<file path="config.mk">
export PLATFORM = sky130hd
export DESIGN_NAME = alu_issue
export DESIGN_NICKNAME = d
export VERILOG_FILES = /design/src/rtl/alu_issue_pkg.sv /design/src/rtl/alu_issue_decode.sv /design/src/rtl/alu_issue.sv
export SDC_FILE = /design/constraint.sdc
export NUM_CORES = 1
export LEC_CHECK = 0
export CAP_MARGIN = 20
export CORE_MARGIN = 2
export CORE_UTILIZATION = 33
export DETAILED_ROUTE_END_ITERATION = 10
export PLACE_DENSITY_LB_ADDON = 0.3
export SLEW_MARGIN = 10
export SYNTH_ARGS = -nofsm -noshare
export SYNTH_HDL_FRONTEND = slang
export SYNTH_SLANG_ARGS = --single-unit
</file>
<file path="constraint.sdc">
create_clock -name CLK -period 2.1 [get_ports CLK]
set_input_delay 0.315 -clock CLK [delete_from_list [all_inputs] [get_ports CLK]]
set_output_delay 0.315 -clock CLK [all_outputs]
set_load 0.03 [all_outputs]
</file>
<file path="src/rtl/alu_issue_pkg.sv">
// Shared constants for the alu_issue slice: opcodes, R-type functs, ALU operation codes and FSM states.
package alu_issue_pkg;

  localparam logic [5:0] OPC_RTYPE = 6'h00;
  localparam logic [5:0] OPC_BEQ   = 6'h04;
  localparam logic [5:0] OPC_BNE   = 6'h05;
  localparam logic [5:0] OPC_ADDI  = 6'h08;
  localparam logic [5:0] OPC_SLTI  = 6'h0a;
  localparam logic [5:0] OPC_ANDI  = 6'h0c;
  localparam logic [5:0] OPC_ORI   = 6'h0d;
  localparam logic [5:0] OPC_MULI  = 6'h1d;

  localparam logic [5:0] FN_SLL = 6'h01;
  localparam logic [5:0] FN_SRL = 6'h02;
  localparam logic [5:0] FN_ADD = 6'h20;
  localparam logic [5:0] FN_SUB = 6'h22;
  localparam logic [5:0] FN_AND = 6'h24;
  localparam logic [5:0] FN_OR  = 6'h25;
  localparam logic [5:0] FN_NOR = 6'h27;
  localparam logic [5:0] FN_SLT = 6'h2a;
  localparam logic [5:0] FN_MUL = 6'h2c;

  localparam logic [5:0] OPRN_NOP = 6'h00;
  localparam logic [5:0] OPRN_ADD = 6'h01;
  localparam logic [5:0] OPRN_SUB = 6'h02;
  localparam logic [5:0] OPRN_MUL = 6'h03;
  localparam logic [5:0] OPRN_SRL = 6'h04;
  localparam logic [5:0] OPRN_SLL = 6'h05;
  localparam logic [5:0] OPRN_AND = 6'h06;
  localparam logic [5:0] OPRN_OR  = 6'h07;
  localparam logic [5:0] OPRN_NOR = 6'h08;
  localparam logic [5:0] OPRN_SLT = 6'h09;

  typedef enum logic [1:0] {
    ST_IDLE = 2'd0,
    ST_EXEC = 2'd1,
    ST_DONE = 2'd2
  } state_e;

endpackage

</file>
<file path="src/rtl/alu_issue_decode.sv">
// Combinational instruction decoder for alu_issue: opcode/funct to ALU operation and operand pair.
// ALU_ISSUE_BRANCH_EN enables beq/bne decoding (as sub); otherwise those opcodes are unsupported.
module alu_issue_decode
  import alu_issue_pkg::*;
#(
  parameter int DATA_WIDTH = 32,
  parameter int OPRN_WIDTH = 6
) (
  input  logic [31:0]           instr_i,
  input  logic [DATA_WIDTH-1:0] rs_data_i,
  input  logic [DATA_WIDTH-1:0] rt_data_i,
  output logic [OPRN_WIDTH-1:0] oprn_o,
  output logic [DATA_WIDTH-1:0] op1_o,
  output logic [DATA_WIDTH-1:0] op2_o,
  output logic                  unsupported_o,
  output logic                  is_beq_o,
  output logic                  is_bne_o
);

  logic [5:0]            opcode_s;
  logic [5:0]            funct_s;
  logic [4:0]            shamt_s;
  logic [15:0]           imm_s;
  logic [DATA_WIDTH-1:0] imm_sext_s;
  logic [DATA_WIDTH-1:0] imm_zext_s;
  logic [DATA_WIDTH-1:0] shamt_zext_s;
  logic                  unused_fields_s;

  assign opcode_s     = instr_i[31:26];
  assign funct_s      = instr_i[5:0];
  assign shamt_s      = instr_i[10:6];
  assign imm_s        = instr_i[15:0];
  assign imm_sext_s   = {{(DATA_WIDTH-16){imm_s[15]}}, imm_s};
  assign imm_zext_s   = {{(DATA_WIDTH-16){1'b0}}, imm_s};
  assign shamt_zext_s = {{(DATA_WIDTH-5){1'b0}}, shamt_s};
  // Register-number fields are resolved upstream; only the operand values arrive here.
  assign unused_fields_s = ^instr_i[25:16];

  // Decode opcode/funct into operation code and operand selection
  always_comb begin
    oprn_o        = OPRN_WIDTH'(OPRN_NOP);
    op1_o         = rs_data_i;
    op2_o         = rt_data_i;
    unsupported_o = 1'b0;
    is_beq_o      = 1'b0;
    is_bne_o      = 1'b0;
    case (opcode_s)
      OPC_RTYPE: begin
        case (funct_s)
          FN_ADD:  oprn_o = OPRN_WIDTH'(OPRN_ADD);
          FN_SUB:  oprn_o = OPRN_WIDTH'(OPRN_SUB);
          FN_MUL:  oprn_o = OPRN_WIDTH'(OPRN_MUL);
          FN_SRL:  begin oprn_o = OPRN_WIDTH'(OPRN_SRL); op2_o = shamt_zext_s; end
          FN_SLL:  begin oprn_o = OPRN_WIDTH'(OPRN_SLL); op2_o = shamt_zext_s; end
          FN_AND:  oprn_o = OPRN_WIDTH'(OPRN_AND);
          FN_OR:   oprn_o = OPRN_WIDTH'(OPRN_OR);
          FN_NOR:  oprn_o = OPRN_WIDTH'(OPRN_NOR);
          FN_SLT:  oprn_o = OPRN_WIDTH'(OPRN_SLT);
          default: unsupported_o = 1'b1;
        endcase
      end
      OPC_ADDI: begin oprn_o = OPRN_WIDTH'(OPRN_ADD); op2_o = imm_sext_s; end
      OPC_MULI: begin oprn_o = OPRN_WIDTH'(OPRN_MUL); op2_o = imm_sext_s; end
      OPC_SLTI: begin oprn_o = OPRN_WIDTH'(OPRN_SLT); op2_o = imm_sext_s; end
      OPC_ANDI: begin oprn_o = OPRN_WIDTH'(OPRN_AND); op2_o = imm_zext_s; end
      OPC_ORI:  begin oprn_o = OPRN_WIDTH'(OPRN_OR);  op2_o = imm_zext_s; end
`ifdef ALU_ISSUE_BRANCH_EN
      OPC_BEQ:  begin oprn_o = OPRN_WIDTH'(OPRN_SUB); is_beq_o = 1'b1; end
      OPC_BNE:  begin oprn_o = OPRN_WIDTH'(OPRN_SUB); is_bne_o = 1'b1; end
`endif
      default:  unsupported_o = 1'b1;
    endcase
  end

endmodule

</file>
<file path="src/rtl/alu_issue.sv">
// Issue stage between decode/register-read and writeback: drives the external ALU for one cycle
// and offers its result downstream. ALU_ISSUE_BRANCH_EN (decoder) enables beq/bne and RES_TAKEN.
module alu_issue
  import alu_issue_pkg::*;
#(
  parameter int DATA_WIDTH = 32,
  parameter int OPRN_WIDTH = 6
) (
  input  logic                  CLK,
  input  logic                  RST,
  input  logic                  INSTR_VALID,
  output logic                  INSTR_READY,
  input  logic [31:0]           INSTR,
  input  logic [DATA_WIDTH-1:0] RS_DATA,
  input  logic [DATA_WIDTH-1:0] RT_DATA,
  output logic [DATA_WIDTH-1:0] ALU_OP1,
  output logic [DATA_WIDTH-1:0] ALU_OP2,
  output logic [OPRN_WIDTH-1:0] ALU_OPRN,
  input  logic [DATA_WIDTH-1:0] ALU_OUT,
  input  logic                  ALU_ZERO,
  output logic                  RES_VALID,
  input  logic                  RES_READY,
  output logic [DATA_WIDTH-1:0] RES_DATA,
  output logic                  RES_ZERO,
  output logic                  RES_ERR,
  output logic                  RES_TAKEN
);

  state_e                state_q, state_d;
  logic [OPRN_WIDTH-1:0] oprn_q, oprn_d;
  logic [DATA_WIDTH-1:0] op1_q, op1_d;
  logic [DATA_WIDTH-1:0] op2_q, op2_d;
  logic                  is_beq_q, is_beq_d;
  logic                  is_bne_q, is_bne_d;
  logic [DATA_WIDTH-1:0] res_data_q, res_data_d;
  logic                  res_zero_q, res_zero_d;
  logic                  res_err_q, res_err_d;
  logic                  res_taken_q, res_taken_d;

  logic [OPRN_WIDTH-1:0] dec_oprn_s;
  logic [DATA_WIDTH-1:0] dec_op1_s;
  logic [DATA_WIDTH-1:0] dec_op2_s;
  logic                  dec_unsup_s;
  logic                  dec_beq_s;
  logic                  dec_bne_s;
  logic                  instr_ready_s;
  logic                  xfer_s;

  alu_issue_decode #(
    .DATA_WIDTH (DATA_WIDTH),
    .OPRN_WIDTH (OPRN_WIDTH)
  ) u_decode (
    .instr_i       (INSTR),
    .rs_data_i     (RS_DATA),
    .rt_data_i     (RT_DATA),
    .oprn_o        (dec_oprn_s),
    .op1_o         (dec_op1_s),
    .op2_o         (dec_op2_s),
    .unsupported_o (dec_unsup_s),
    .is_beq_o      (dec_beq_s),
    .is_bne_o      (dec_bne_s)
  );

  // Ready is masked by RST so nothing is accepted while the block is held in reset.
  assign instr_ready_s = RST & ((state_q == ST_IDLE) | ((state_q == ST_DONE) & RES_READY));
  assign xfer_s        = INSTR_VALID & instr_ready_s;

  // Next-state and register-load logic
  always_comb begin
    state_d     = state_q;
    oprn_d      = oprn_q;
    op1_d       = op1_q;
    op2_d       = op2_q;
    is_beq_d    = is_beq_q;
    is_bne_d    = is_bne_q;
    res_data_d  = res_data_q;
    res_zero_d  = res_zero_q;
    res_err_d   = res_err_q;
    res_taken_d = res_taken_q;

    case (state_q)
      ST_IDLE: begin
        if (xfer_s) begin
          state_d = dec_unsup_s ? ST_DONE : ST_EXEC;
        end else begin
          state_d = ST_IDLE;
        end
      end
      ST_EXEC: state_d = ST_DONE;
      ST_DONE: begin
        if (xfer_s) begin
          state_d = dec_unsup_s ? ST_DONE : ST_EXEC;
        end else if (RES_READY) begin
          state_d = ST_IDLE;
        end else begin
          state_d = ST_DONE;
        end
      end
      default: state_d = ST_IDLE;
    endcase

    // Unsupported instructions leave the ALU-side registers untouched.
    if (xfer_s & ~dec_unsup_s) begin
      oprn_d   = dec_oprn_s;
      op1_d    = dec_op1_s;
      op2_d    = dec_op2_s;
      is_beq_d = dec_beq_s;
      is_bne_d = dec_bne_s;
    end else begin
      oprn_d   = oprn_q;
      op1_d    = op1_q;
      op2_d    = op2_q;
      is_beq_d = is_beq_q;
      is_bne_d = is_bne_q;
    end

    if (state_q == ST_EXEC) begin
      res_data_d  = ALU_OUT;
      res_zero_d  = ALU_ZERO;
      res_err_d   = 1'b0;
      res_taken_d = (is_beq_q & ALU_ZERO) | (is_bne_q & ~ALU_ZERO);
    end else if (xfer_s & dec_unsup_s) begin
      res_data_d  = {DATA_WIDTH{1'b0}};
      res_zero_d  = 1'b0;
      res_err_d   = 1'b1;
      res_taken_d = 1'b0;
    end else begin
      res_data_d  = res_data_q;
      res_zero_d  = res_zero_q;
      res_err_d   = res_err_q;
      res_taken_d = res_taken_q;
    end
  end

  // State and datapath registers
  always_ff @(posedge CLK or negedge RST) begin
    if (!RST) begin
      state_q     <= ST_IDLE;
      oprn_q      <= {OPRN_WIDTH{1'b0}};
      op1_q       <= {DATA_WIDTH{1'b0}};
      op2_q       <= {DATA_WIDTH{1'b0}};
      is_beq_q    <= 1'b0;
      is_bne_q    <= 1'b0;
      res_data_q  <= {DATA_WIDTH{1'b0}};
      res_zero_q  <= 1'b0;
      res_err_q   <= 1'b0;
      res_taken_q <= 1'b0;
    end else begin
      state_q     <= state_d;
      oprn_q      <= oprn_d;
      op1_q       <= op1_d;
      op2_q       <= op2_d;
      is_beq_q    <= is_beq_d;
      is_bne_q    <= is_bne_d;
      res_data_q  <= res_data_d;
      res_zero_q  <= res_zero_d;
      res_err_q   <= res_err_d;
      res_taken_q <= res_taken_d;
    end
  end

  assign INSTR_READY = instr_ready_s;
  assign RES_VALID   = (state_q == ST_DONE);
  assign ALU_OPRN    = oprn_q;
  assign ALU_OP1     = op1_q;
  assign ALU_OP2     = op2_q;
  assign RES_DATA    = res_data_q;
  assign RES_ZERO    = res_zero_q;
  assign RES_ERR     = res_err_q;
  assign RES_TAKEN   = res_taken_q;

endmodule

</file>
Yosys cells after proc, flatten, opt, wreduce, memory -nomap -nowiden. Cells that the tools add are included.

Input bits: 133. Flip-flop bits (word level): 107. Output and inout bits: 107. Logic and storage cells: 57. Memory bits (writable): 0. Memories: 0. Latch bits: 0. Memory bits (read-only): 0.

Reduce and logical (&&, ||, !) cells: 8. Bitwise operators: 7. Eq/ne operators: 16. Mux-type cells: 18. Add/sub/neg operators: 0. Shift operators: 0. Multiply operators: 0. $lt $le $gt $ge: 0. Div/mod/pow operators: 0.

Operators with widths (count): 32-bit two-way mux (3); 32-bit case mux with 3 select lines (1); 6-bit equality test (second input constant) (7); 4-bit case mux with 9 select lines (1); 6-bit case mux with 6 select lines (1); 6-bit by 4-bit equality test with 1-bit output (second input constant) (4); 9-bit OR reduction (1); 2-bit two-way mux (4); 6-bit by 1-bit equality test with 1-bit output (second input constant) (1); 6-bit by 2-bit equality test with 1-bit output (second input constant) (1); 6-bit by 5-bit equality test with 1-bit output (second input constant) (1); 6-bit logical NOT (1); 1-bit two-way mux (6); 2-bit case mux with 3 select lines (1); 1-bit AND (5); 5-bit OR reduction (1); 2-bit OR reduction (2); 3-bit OR reduction (1); 2-bit by 1-bit equality test with 1-bit output (second input constant) (1); 2-bit equality test (second input constant) (1); 2-bit logical NOT (1); 1-bit case mux with 2 select lines (1); 2-bit nonzero test (1); 1-bit inverter (1); 1-bit OR (1).

Depth between registers and ports, before layout. Gate-level depths: netlist (run 1).

Word-level depth: 8. Mapped depth: 8. Depth with buffers taken out: 5.

By module. A second synthesis (run 1) with hierarchy kept.

Cell total of the unflattened synthesis: 408. Area, all modules: 5405.2 sq um.

By module, submodules not included: alu_issue (area an instance 4390.5 sq um, cells an instance 246, sequential area each 2727.6 sq um, instances 1); alu_issue_decode (area an instance 1014.7 sq um, cells an instance 162, sequential area each 0.0 sq um, instances 1).

Worst setup path after synthesis (run 1). OpenSTA, ideal clock, no wires.

Path type: input -> register. From: input RES_READY. To: register op2_q[10], in the netlist ALU_OP2[10]. Cell stages on the path: 6. Arrival time: 2.281 ns. Buffers on the path: 1. Path slack: -0.305 ns. Path through: inv_1 a211oi_1 nand2_1 nor3_4 buf_4 mux2_2.

Longest elaborated chain between the ends: 5.

Ends and longest elaborated chain: start: declaration (line alu_issue.sv:22) `input logic RES_READY,`; 1-bit AND (line alu_issue.sv:65) `assign instr_ready_s = RST & ((state_q == ST_IDLE) | ((state_q == ST_DONE) & RES_READY));`; 1-bit OR (line alu_issue.sv:65); 1-bit AND (line alu_issue.sv:65); named net INSTR_READY (line alu_issue.sv:12) `output logic INSTR_READY,`; 1-bit AND (line alu_issue.sv:66) `assign xfer_s = INSTR_VALID & instr_ready_s;`; 1-bit AND (line alu_issue.sv:103) `if (xfer_s & ~dec_unsup_s) begin`; end signal: assignment (line alu_issue.sv:141) `op2_q <= {DATA_WIDTH{1'b0}};`; end signal: assignment (line alu_issue.sv:152) `op2_q <= op2_d;`; end: declaration (line alu_issue.sv:32) `logic [DATA_WIDTH-1:0] op2_q, op2_d;`.

The timed path passes the listed nets, and every way through them passes these cells. A chain may end at the register's enable or synchronous reset.

Worst setup path in the final report (run 1).
From: input INSTR[31]. To: register op1_q[10], in the netlist ALU_OP1[10].

Longest elaborated chain between the ends: 5.

Ends and longest elaborated chain: start: declaration (line alu_issue.sv:13) `input logic [31:0] INSTR,`; 6-bit by 4-bit equality test with 1-bit output / 6-bit by 5-bit equality test with 1-bit output (equally long branches) (line alu_issue_decode.sv:47) `case (opcode_s)`; 5-bit OR reduction (no line); 1-bit case mux with 2 select lines (*) (line alu_issue_decode.sv:47); 1-bit inverter (*) (line alu_issue.sv:103); 1-bit AND (*) (line alu_issue.sv:103); end signal: assignment (line alu_issue.sv:140) `op1_q <= {DATA_WIDTH{1'b0}};`; end signal: assignment (line alu_issue.sv:151) `op1_q <= op1_d;`; end: declaration (line alu_issue.sv:31) `logic [DATA_WIDTH-1:0] op1_q, op1_d;`.

Every way passes the cells marked *; elsewhere a longest branch is shown, timed or not.

==> results of run 1 <==
[layer usage]
metal / part of all wire (%) / vias to the layer above / GRT usage, % / routed length, um
met4: 1.7 / 0 / 6.46 / 250
met3: 9.1 / 24 / 6.83 / 1370
met1: 40 / 2022 / 22.7 / 6050
li1: - / 2007 / - / -
met2: 49 / 174 / 33.4 / 7350
met5: 0 / - / 0 / 0
[synthesized netlist by cell type, types with 4 or more instances]
master	number	share of area [%]
mux2_2	45	11
mux2i_1	21	4.5
nor2_1	71	5.7
o21ai_0	4	0.43
inv_1	25	2.0
buf_2	6	0.64
nand2_1	9	0.72
nand2b_1	4	0.53
buf_4	9	1.4
a21oi_1	27	2.9
nor3_1	35	3.7
dfrtp_1	104	55
a22o_1	16	3.0
nor2b_1	4	0.53
clkbuf_1	15	1.2
[power breakdown]
group / switching, mW / total [mW] / internal, mW
logic: 1.43 / 2.76 / 1.33
registers: 0.229 / 2.64 / 2.41
clock network: 0.760 / 1.97 / 1.21
[area by class of cell]
class	instances	area [um^2]	area share (%)
flip-flops and latches	104	2600	31.7
well taps	180	225	2.74
clock inverters	6	115	1.40
multi-input cells	270	2030	24.7
repair buffers	289	2910	35.4
clock buffers	10	239	2.91
inverters	25	93.8	1.14
[repair_timing]
| item | CTS | global route |
|---|---|---|
| setup buffers | 11 | 4 |
| gates cloned | 5 | 1 |
| setup endpoints to repair | 67 | 66 |
| gates resized for setup | 56 | 18 |
| pin swaps | 3 | 5 |
| endpoints found under the hold margin | 0 | 0 |
[how the worst min path moves through the flow]
stage / to / start / cells after the start / slack, ps
4_1_cts: ALU_OPRN[1] / RST / 2 / 100
2_1_floorplan: ALU_OP1[0] / RST / 0 / 20
3_5_place_dp: ALU_OP1[31] / RST / 2 / 480
5_1_grt: ALU_OP1[30] / RST / 2 / 130
3_3_place_gp: RES_ERR / RST / 2 / 460
6_report: RES_DATA[30] / RST / 2 / 80
[cells by family (layout without fill, tap and decap cells)]
logic type	count (synthesis)	after routing	synth area share [%]
AOI/OAI and AO/OA	61	61	8.88
and+or+nand+nor	136	136	13.8
xor gates and xnor gates	2	2	0.373
DFF	104	104	55.4
muxes	68	68	15.8
buffers and inverters	58	330	5.68
other	1	3	0.0799
[flip-flops by register name, indices dropped and copies added, names as in the netlist]
name      count
ALU_OP2      32
RES_ZERO      1
ALU_OP1      32
state_q       2
ALU_OPRN      4
RES_DATA     32
RES_ERR       1
[worst register-to-register path, cell delays in order, from the launching register on]
cell and delay [ps]:
dfrtp_1 430, a211oi_4 230, nand2_1 130, nor3_4 190, buf_4 150, buf_6 110, buf_12 110, buf_16 120
mux2_2 330
==> metrics, run 1 <==
status=complete, no violations; Async SR Flop Fraction=100%; Max Clk Rate=0.487 GHz; fraction of layout cells with a size suffix above 1=21.4%; first-pass GRT wire length=22.6 mm; Setup WS post-layout=45.5 ps; Mapped Cells=430; Via density=4.78; final core occ=59.2%; post-synthesis sequential area ratio=55.4%; Final Hold Viols=0; crit path buf inv count=8; die width=123 um; CP startpoint=INSTR[31]; Max Cap Violations=0; Tot GR Track Use=19.5%; reg2reg end=ALU_OP1[10]; PD cells=896 nW/um^2; max-slew violations=0; TritonCTS Buffers=9; non-filler cells, final=884; drt drc=0; Worst Path Arrival=2280 ps; most common cell after layout, fill and taps aside=clkdlybuf4s50_1; Top delay family on crit path=buffers and inverters; root buf cell=clkbuf_16; DP HPWL=10.4 mm; RSZ-0062 raised after global routing=yes; commonest non-fill, non-tap cells in the layout=clkdlybuf4s50_1, dfrtp_1, nor2_1; Detail Route Antenna Nets=0; Yosys warning count=0; required time worst endpoint=2330 ps; buffers added on ports=226; die extent in y=123 um; Clock Latency Late Sink=350 ps; main flop type after synthesis=dfrtp_1; final setup fails=0; CP max-delay cell=mux2_2; crit start category=primary input; final net count=832; Most common cell on crit path=buf_6; worst setup path endpoint=ALU_OP1[10]; Total Neg Setup Slack=0 ps; Worst Tran Pin Value=683 ps; vias in the first global route=4378; worst r2r src=state_q[1]; peak per-stage delay on the critical path=330 ps; post-cts hold buffer count=0; # diodes=0; # IOs=240; Power Total=7.36 mW; leak pwr=3.64 nW; core area=13900 um^2; Hold Slack=81.5 ps; worst ir drop on vdd=441 uV; H-tree lvl count=3; Critical Path Fanout Max=6; placed instance area=7380 um^2; Worst Setup End Kind=flop; Layout fillers=1149; Synth Area per Inst=10.9 um^2; reg-to-reg slack, setup=180 ps; DR WL/cell=17.0 um; TritonRoute pass-1 iters=4; post-layout instance area=8220 um^2; Netlist cell types=45; Slew HR=54.5%; Inst Count DP=848; CTS Buffer Depth=2; die area=15200 um^2; # rows=43; Area Overhead vs Synth=75.1%; #FFs+latches synth=104; largest net degree at the start of global routing=56; number of antenna violations at the first check in global routing=0; final worst clock skew=6.56 ps; CTS tree=built; crit path kind=primary input to flop; worst hold-check path type=primary input to async pin; EDFF count, synth=0; grt ovf=0; Cell Area, Synth=4690 um^2; cell depth of the worst setup path=12; final wirelength=15.0 mm; clock slew at reported path FFs=70 ps; clk sinks=104; pre-CTS WS=-499 ps; Initial Util=33.8%; Initial DRC Count=206; period utilization=97.8%; R2R depth=8; Placer Congestion=0.820; vias=4227; min cycle time layout=2050 ps; worst path cell trace=dlygate4sd2_1 -> buf_6 -> nor4_4 -> buf_4 -> buf_6 -> a21oi_4 -> nor3_4 -> buf_4 -> buf_6 -> buf_12 -> buf_16 -> mux2_2
No activity file was read; power rests on OpenSTA's default activity.
==> run 2: changes to the inputs <==
HOLD_SLACK_MARGIN = 0.12   (was not set)
clock period = 1.7 ns   (was 2.1 ns; I/O delays follow)
==> run 2 against run 1 <==
Compared with the run above:
- the flow now finishes with violations (setup timing)
- critical endpoint is now ALU_OP2[9]
- die area unchanged
- global-route usage rose by 0.083 points
- wire length fell by 1.6%
==> metrics, run 2 (same netlist as run 1, synthesis figures left out) <==
Clock Latency Late Sink=350 ps (about the same); worst r2r src=state_q[1] (unchanged); worst ir drop on vdd=645 uV (was 441 uV); CTS tree=built (unchanged); failing checks=setup timing; Critical Path Fanout Max=6 (unchanged); Max Clk Rate=0.533 GHz; Power Total=8.75 mW (was 7.36 mW); # IOs=240 (unchanged); Layout fillers=1111 (was 1149); Setup WS post-layout=-175 ps (was 45.5 ps); Placer Congestion=0.839 (was 0.820); DR WL/cell=16.7 um (was 17.0 um); required time worst endpoint=1930 ps (was 2330 ps); number of antenna violations at the first check in global routing=0 (unchanged); min cycle time layout=1880 ps; Initial DRC Count=227 (was 206); TritonCTS Buffers=9 (unchanged); reg2reg end=ALU_OP2[9] (was ALU_OP1[10]); die area=15200 um^2 (unchanged); Via density=4.84 (was 4.78); leak pwr=3.78 nW (was 3.64 nW); drt drc=0 (unchanged); core area=13900 um^2 (unchanged); CTS Buffer Depth=2 (unchanged); clk sinks=104 (unchanged); RSZ-0062 raised after global routing=yes (unchanged); Area Overhead vs Synth=78.7% (was 75.1%); vias=4286 (was 4227); area of the multi-input gates=2150 um^2 (was 2030 um^2); # diodes=0 (unchanged); Hold Slack=33.6 ps (was 81.5 ps); worst hold-check path type=primary input to async pin (unchanged); most common cell after layout, fill and taps aside=clkdlybuf4s50_1 (unchanged); PD cells=1040 nW/um^2 (was 896 nW/um^2); TritonRoute pass-1 iters=5 (was 4); largest net degree at the start of global routing=60 (was 56); status=finished with violations (was complete, no violations); Detail Route Antenna Nets=0 (unchanged); grt ovf=0 (unchanged); max-slew violations=0 (unchanged); period utilization=110%; clock slew at reported path FFs=70 ps (about the same); fraction of layout cells with a size suffix above 1=25.5% (was 21.4%); Worst Tran Pin Value=778 ps (was 683 ps); Max Cap Violations=0 (unchanged); crit path kind=primary input to flop (unchanged); final wirelength=14.8 mm (was 15.0 mm); final worst clock skew=7.34 ps (was 6.56 ps); Final Hold Viols=0 (unchanged); die width=123 um (unchanged); post-layout instance area=8390 um^2 (was 8220 um^2); Slew HR=48.2% (was 54.5%); H-tree lvl count=3 (unchanged); root buf cell=clkbuf_16 (unchanged); crit start category=primary input (unchanged); # rows=43 (unchanged); die extent in y=123 um (unchanged); buffers added on ports=226 (unchanged); Reg area=2600 um^2 (unchanged); vias in the first global route=4535 (was 4378); first-pass GRT wire length=23.0 mm (was 22.6 mm); Tot GR Track Use=19.6% (was 19.5%); final net count=833 (was 832); Worst Setup End Kind=flop (unchanged); DP HPWL=10.5 mm (was 10.4 mm); placed instance area=7620 um^2 (was 7380 um^2); Initial Util=33.8% (unchanged); pre-CTS WS=-858 ps (was -499 ps); final setup fails=66 (was 0); reg-to-reg slack, setup=-90 ps (was 180 ps); Worst Path Arrival=2100 ps (was 2280 ps); commonest non-fill, non-tap cells in the layout=clkdlybuf4s50_1, dfrtp_1, nor2_1 (unchanged); R2R depth=8 (unchanged)
==> run 2: per-layer routing <==
layer	wire [um]	global-route usage (%)
met1	6040	23.7
met4	246	6.96
met3	946	4.80
met2	7560	33.8
met5	0	0
==> run 2: worst max path at each step <==
stage                  start          end  slack [ps]  depth (start not counted)
floorplan           INSTR[5]  ALU_OP2[10]        -270                          7
global placement    INSTR[3]  ALU_OP1[14]        -780                          7
detailed placement  INSTR[3]  ALU_OP2[25]        -860                          8
CTS                 INSTR[4]   ALU_OP2[9]        -270                         11
global route        INSTR[2]  ALU_OP2[23]        -240                         11
finish              INSTR[2]   ALU_OP2[9]        -180                         10
==> run 2: report_power, final <==
group / leakage (nW) / switching [mW] / internal [mW]
clock network: 0.139 / 0.972 / 1.06
logic: 2.33 / 1.77 / 1.67
registers: 1.31 / 0.294 / 2.98
==> run 2: cell type report <==
cell class                      instances  area share (%)
Clock buffer                           11            2.89
Inverter                               25            1.12
Timing Repair Buffer                  290            36.1
Clock inverter                          5           0.537
Tap cell                              180            2.68
Sequential cell                       104            31.0
Multi-Input combinational cell        270            25.7
==> run 2: worst max-delay path: stages <==
cell and delay (ps):
buf_6 90, or4_4 540, o211ai_2 180, a21oi_2 70, nor3_4 210, buf_6 130, buf_12 100, buf_12 100
buf_12 120, mux2_4 290
==> run 2: what timing repair did <==
action | in CTS | in global routing
gates resized for setup | 70 | 22
pin swaps | 7 | 6
setup endpoints to repair | 104 | 108
setup buffers | 17 | 0
hold endpoints to repair | 45 | 45
cloned | 4 | 1
==> run 2: through the flow <==
stage	utilization, %	std cells	TNS [ps]
floorplan	-	432	-16780
global placement	54.9	850	-71590
detailed placement	54.9	850	-76420
CTS	60.5	887	-10970
global route	60.4	885	-10470
finish	60.4	885	-7180
